<file path="config.mk">
export PLATFORM = sky130hd
export DESIGN_NAME = inst_queue
export DESIGN_NICKNAME = d
export VERILOG_FILES = /design/src/rtl/inst_queue.sv
export SDC_FILE = /design/constraint.sdc
export NUM_CORES = 1
export LEC_CHECK = 0
export ABC_AREA = 1
export CAP_MARGIN = 40
export CORE_MARGIN = 3
export CORE_UTILIZATION = 56
export CTS_CLUSTER_DIAMETER = 120
export DETAILED_ROUTE_END_ITERATION = 8
export HOLD_SLACK_MARGIN = 0.03
export MAX_ROUTING_LAYER = met4
export PLACE_DENSITY = 0.86
export SYNTH_ARGS = -nofsm -noshare
export SYNTH_HDL_FRONTEND = slang
export SYNTH_SLANG_ARGS = --single-unit
</file>
<file path="constraint.sdc">
create_clock -name clk -period 4.85 [get_ports clk]
set_input_delay 1.2125 -clock clk [delete_from_list [all_inputs] [get_ports clk]]
set_output_delay 1.2125 -clock clk [all_outputs]
set_load 0.02 [all_outputs]
</file>
<file path="src/rtl/inst_queue.sv">
// Instruction queue between fetch and decode.
// Buffers {pc, inst} pairs in a circular buffer and presents them in order to
// decode through a registered output stage. An empty queue lets a fetch go
// straight to the output register (zero-bubble path). A flush empties the
// queue and the output stage.
//
// Ports:
//   clk, rst            clock, asynchronous active-high reset
//   stall[5:0]          pipeline stall vector; only bit 1 (decode hold) is used
//   flush               branch taken: discard queued and incoming instructions
//   if_valid/pc/inst    fetched instruction from IF
//   id_valid/pc/inst    registered instruction presented to ID
//   full                combinational, count == DEPTH (PC stall request)
//   count               occupied queue entries
//   overflow            sticky, a valid fetch was dropped
module inst_queue #(
  parameter int unsigned DEPTH = 4,
  parameter int unsigned CW    = 3
) (
  input  logic          clk,
  input  logic          rst,
  input  logic [5:0]    stall,
  input  logic          flush,
  input  logic          if_valid,
  input  logic [31:0]   if_pc,
  input  logic [31:0]   if_inst,
  output logic          id_valid,
  output logic [31:0]   id_pc,
  output logic [31:0]   id_inst,
  output logic          full,
  output logic [CW-1:0] count,
  output logic          overflow
);

  localparam int unsigned PW = (DEPTH > 1) ? $clog2(DEPTH) : 1;

  logic [63:0]   mem_q [DEPTH];
  logic [PW-1:0] rd_ptr_q, rd_ptr_d;
  logic [PW-1:0] wr_ptr_q, wr_ptr_d;
  logic [CW-1:0] count_q, count_d;
  logic          id_valid_q, id_valid_d;
  logic [31:0]   id_pc_q, id_pc_d;
  logic [31:0]   id_inst_q, id_inst_d;
  logic          overflow_q, overflow_d;

  logic          hold;
  logic          q_empty, q_full;
  logic          pop, bypass, push, drop;
  logic [63:0]   head;

  // Only the decode-hold bit of the stall vector matters here.
  logic          unused_stall;
  assign unused_stall = ^{stall[5:2], stall[0]};

  assign hold    = stall[1];
  assign q_empty = (count_q == '0);
  assign q_full  = (count_q == CW'(DEPTH));
  assign head    = mem_q[rd_ptr_q];

  // Queue handshake decode.
  always_comb begin
    pop    = !hold && !q_empty && !flush;
    bypass = !hold && q_empty && if_valid && !flush;
    push   = if_valid && !flush && !bypass && (!q_full || pop);
    drop   = if_valid && !flush && !bypass && !push;
  end

  // Next-state for pointers, count, output stage and overflow flag.
  always_comb begin
    rd_ptr_d   = rd_ptr_q;
    wr_ptr_d   = wr_ptr_q;
    count_d    = count_q;
    id_valid_d = id_valid_q;
    id_pc_d    = id_pc_q;
    id_inst_d  = id_inst_q;
    overflow_d = overflow_q;

    if (flush) begin
      rd_ptr_d   = '0;
      wr_ptr_d   = '0;
      count_d    = '0;
      id_valid_d = 1'b0;
      id_pc_d    = '0;
      id_inst_d  = '0;
    end else begin
      if (push) wr_ptr_d = wr_ptr_q + PW'(1);
      if (pop)  rd_ptr_d = rd_ptr_q + PW'(1);
      count_d = count_q + CW'(push) - CW'(pop);
      if (drop) overflow_d = 1'b1;

      // Output register updates only when decode is not holding.
      if (!hold) begin
        if (pop) begin
          id_valid_d = 1'b1;
          id_pc_d    = head[63:32];
          id_inst_d  = head[31:0];
        end else if (bypass) begin
          id_valid_d = 1'b1;
          id_pc_d    = if_pc;
          id_inst_d  = if_inst;
        end else begin
          id_valid_d = 1'b0;
          id_pc_d    = '0;
          id_inst_d  = '0;
        end
      end
    end
  end

  // Control and output state.
  always_ff @(posedge clk or posedge rst) begin
    if (rst) begin
      rd_ptr_q   <= '0;
      wr_ptr_q   <= '0;
      count_q    <= '0;
      id_valid_q <= 1'b0;
      id_pc_q    <= '0;
      id_inst_q  <= '0;
      overflow_q <= 1'b0;
    end else begin
      rd_ptr_q   <= rd_ptr_d;
      wr_ptr_q   <= wr_ptr_d;
      count_q    <= count_d;
      id_valid_q <= id_valid_d;
      id_pc_q    <= id_pc_d;
      id_inst_q  <= id_inst_d;
      overflow_q <= overflow_d;
    end
  end

  // Storage array; contents are unobservable while empty, so no reset.
  always_ff @(posedge clk) begin
    if (push) mem_q[wr_ptr_q] <= {if_pc, if_inst};
  end

  assign id_valid = id_valid_q;
  assign id_pc    = id_pc_q;
  assign id_inst  = id_inst_q;
  assign count    = count_q;
  assign overflow = overflow_q;
  assign full     = !rst && q_full;

endmodule

</file>
# After elaboration in Yosys (flattened, before gate mapping)
# Memory sizes are Yosys's and may differ from the RTL's.
# Cells that the tools add are included.
# word_totals
regBits	73
latchBits	0
mem_bits_rw	256
mem_bits_ro	0
output_inout_bits	70
wordCells	56
mem_count	1
# classes
add_sub_neg	4
multipliers	0
n_div	0
n_lt_le_gt_ge	0
eq_ne	2
shifts	0
muxes	19
bitwise	1
n_reduce_logical	22
# memory_table
memory	words	word_bits	read_ports	rd_clocked_by_memory_dff	write_ports	line	text
mem_q	4	64	1	0	1	37	logic [63:0] mem_q [DEPTH];
# ops
op	n
$mux 32	8
$logic_and 1x1->1	10
$mux 2	4
$logic_not 1->1	7
$mux 1	6
$add 2x1->2 const B	2
$reduce_bool 2->1	2
$add 3x1->3	1
$eq 3x3->1 const B	1
$logic_not 3->1	1
$mux 3	1
$sub 3x1->3	1
$ne 2x1->1 const B	1
$reduce_and 2->1	1
$logic_or 1x1->1	1
$not 1->1	1

# Depth between registers and ports, before layout
# logic_depth
ltp_word	10
depth_mapped	12

# Worst setup path before layout
# OpenSTA, ideal clock, no wires.
# synth_path
path_kind	input to register
startpoint	input port flush
endpoint	memory mem_q[0][0] (enable)
setup_ns	0.486
arrival_time_ns	4.456
required_time_ns	4.364
setup_slack_ns	-0.092
cell_stages	4
cell_sequence	buf_6 o211ai_1 nand2_2 nor2_1
# synth_via
elab_chain_len	7
# synth_lines
element	line	text
from (decl)	23	input logic flush,
$logic_not 1->1 (*)	62, 63, 64	
$logic_and 1x1->1	63	bypass = !hold && q_empty && if_valid && !flush;
$logic_not 1->1	64	push = if_valid && !flush && !bypass && (!q_full || pop);
$logic_and 1x1->1	64	
$logic_and 1x1->1 (*)	64	
$mux 1 (*)	133	if (push) mem_q[wr_ptr_q] <= {if_pc, if_inst};
$mux 1 (implied by the code) (*)	133	
to (decl)	37	
# Mark *: on every way between the ends. The rest lies on a longest branch, timed or not.

# Worst setup path in the final report
# layout_path
startpoint	input port rst
endpoint	output port full
# layout_via
elab_chain_len	2
# layout_lines
element	line	text
from (decl)	21	input logic rst,
$logic_not 1->1	141	assign full = !rst && q_full;
$logic_and 1x1->1	141	
to (decl)	30	output logic full,
# Every way passes these cells.

==> key figures <==
Run status
  • Status: finished clean

Global route
  • Initial antenna violation count: 2
  • Vias in the first global route: 9,485
  • Grt ovf: 0
  • Largest net degree at the start of global routing: 82
  • First-pass GRT wire length: 48,100 µm
  • Total track usage: 24.4%

Route
  • Drt pass-1 iters: 5
  • Via count: 9,302
  • WL final: ~30,000 µm
  • Wirelength per Cell: 18.1 µm
  • Via/cell ratio: between 5 and 6
  • DR DRC count: 0
  • Routed Antenna Nets: 0
  • Initial DRC count: 881

Clocking
  • Cts repair resizes: 0
  • Clock Path Buffers: 3
  • CTS tree: built
  • Setup bufs post-CTS: 0
  • H-tree depth: 2
  • Clock latency on the worst-skew pair: approximately 0.51 ns
  • # clock sinks: 329
  • Hold buffer count at cts: 0
  • Root Driver: clkbuf_16
  • CTS clk-pin slew, worst paths: 0.06 ns
  • CTS Buf Count: 34

Critical path
  • Setup crit end kind: primary output
  • Startpoint Class: primary input
  • R2R Path Start: rd_ptr_q[0]
  • Critical Path AT: around 2.5 ns
  • Most used cell along the critical path: clkdlybuf4s50_1
  • Worst Path Buf+Inv: 2
  • Worst path slowest cell: clkdlybuf4s50_1
  • Delay-heaviest family, CP: buffers and inverters
  • R2R Setup Slk: ~2.4 ns
  • Crit-path cells: clkdlybuf4s50_1 -> nor4_1 -> clkdlybuf4s50_1
  • Critical path type: in2out
  • CP Launch Point: rst
  • Max incr delay on CP: approximately 0.65 ns
  • Data required, critical path: 3.64 ns
  • Worst-path fanout max: 2

Layout
  • Share of cells above drive strength 1: 6.95%
  • FILL cells: 1,519
  • Total Nets Final: ~1,400
  • Area growth, synth to finish: 21.0%

STA
  • RSZ-0062 raised after global routing: no
  • Final TNS setup: 0 ns
  • Final WS setup: 1.14 ns
  • Setup-failing EPs final: 0
  • Final period utilization: 76.4%
  • Layout Skew: 0.0133 ns
  • Fmax: approximately 0.27 GHz
  • Final hold violations: 0
  • Worst Max-Slew Pin Slew: slightly below 0.9 ns
  • Fin crit period: between 3 and 4 ns
  • Pins Over Slew Limit: 0
  • Slew HR: 41.0%

Synthesis
  • Ys flop type: edfxtp_1
  • Syn Inst Count: 1,202
  • Mapped cell area: approximately 13,000 µm²
  • Sequential-to-total area share from yosys stat: between 70% and 80%
  • Unique masters post-synth: 29
  • Mean post-synth cell area: between 10 and 15 µm²
  • Register bit total from synthesis: 329
  • Ys async rst share: 22.2%
  • Post-synth EDFFs: 256
  • Synthesized Nets: approximately 1,300
  • Yosys warnings: 0

Placement
  • Routability cong.: approximately 0.79
  • Post-DP HPWL: 16,500 µm
  • IO buf count: 138
  • Post-place setup slack: just under 1 ns

Power and ir drop
  • Total power: 8.01 mW
  • Cell area power density: 496 nW/µm²
  • IR drop worst, VDD: 0.313 mV
  • Leakage power: 6.48 nW

Min path
  • Hold WC Path Type: reg2reg
  • Worst hold path startpoint: id_inst[13]

Die
  • Initial Util: slightly below 60%
  • Die area: ~26,000 µm²
  • Ports: 144
  • Die Height: 160 µm
  • Core Area: 23,100 µm²
  • Die width: 160 µm
  • # rows: 55

Run
  • Max Cap Viol: 0
[placed cells by master, fill, tap and decap left out, types with 2 or more instances in the layout]
master and instances:
a21oi_1 2, buf_4 15, bufinv_16 6, clkbuf_1 4, clkbuf_16 35, clkbuf_8 2
clkdlybuf4s50_1 138, clkinv_1 4, clkinv_2 8, clkinvlp_4 2, dfrtp_1 71, diode_2 2
edfxtp_1 256, ha_1 6, inv_1 31, inv_2 7, nand2_1 518, nand2_2 2
nand3_1 214, nand3_4 2, nand4_1 2, nor2_1 4, nor2_4 6
[kinds of logic (layout without fill, tap and decap cells)]
group / after synthesis / in the layout / synth area share [%]
and+or+nand+nor: 753 / 753 / 23.8
DFF: 329 / 329 / 71.3
buffers and inverters: 105 / 256 / 3.81
adders and majority gates: 7 / 7 / 0.713
AOI/OAI and AO/OA: 6 / 6 / 0.263
xor gates and xnor gates: 2 / 2 / 0.131
other: 0 / 2 / 0
[Yosys cell counts, types with 2 or more instances]
library cell    n  area [µm²]
dfrtp_1        73        1830
a21oi_1         2        10.0
nand2_2         2        12.5
nor2_1          9        33.8
inv_1          33         124
nand3_1       214        1070
ha_1            6        75.1
buf_4          10        75.1
buf_6           4        45.0
buf_2          37         185
nand4_1         2        12.5
inv_2           7        26.3
edfxtp_1      256        7690
nand3_4         2        35.0
nand2_1       518        1940
clkbuf_1       14        52.6
[flip-flops by register name (all words and copies together), names as in the netlist]
register  cells
count         3
id_inst      32
id_pc        32
id_valid      1
mem_q       256
overflow      1
rd_ptr_q      2
wr_ptr_q      2
[worst paths after layout]
kind	to	cells after the start
worst min register to register	id_inst[13]	2
max in group asynchronous	id_pc[29]	3
worst max-delay path	full	3
worst max register to register	id_pc[31]	6
worst min-delay path	id_inst[13]	2
min in group asynchronous	id_inst[28]	2
[stage by stage]
stage	instances	utilization (%)	area [µm²]	hold WS (ns)
4_1_cts	1666	70.0	16100	0.481
2_1_floorplan	1202	-	13300	0.520
6_report	1668	70.0	16100	0.480
5_1_grt	1668	70.0	16100	0.500
3_3_place_gp	1604	64.8	14900	0.461
3_5_place_dp	1605	64.9	15000	0.464
[routing by layer]
metal / GRT usage (%) / part of all wire [%] / up-vias / wire length (µm)
li1: - / - / 4299 / -
met1: 29.7 / 38 / 4440 / 11400
met2: 40.6 / 51 / 494 / 15400
met3: 4.13 / 8.8 / 69 / 2660
met4: 10.6 / 2.5 / 0 / 758
met5: - / 0 / - / 0
[area by class of cell]
class                   count  area (µm²)  area share (%)
clock buffers              41         918            5.69
clock inverters            20         254            1.57
inverters                  40         154           0.954
diodes                      2        5.00          0.0310
well taps                 313         392            2.43
multi-input cells         768        3350            20.8
flip-flops and latches    329        9520            59.0
repair buffers            155        1540            9.55
[worst min-delay path, cell delays in order (launching register included)]
cell	delay, ns
dfrtp_1	0.34
nand2_1	0.05
nand2_1	0.05
[power by group]
part | internal [mW] | switching [mW] | leakage [nW]
Sequential | 3.32 | 0.156 | 3.30
Clock | 1.67 | 1.04 | 0.574
Combinational | 0.655 | 1.17 | 2.61
Total | 5.64 | 2.37 | 6.48
Note: power is estimated with default switching activity, not from simulation.
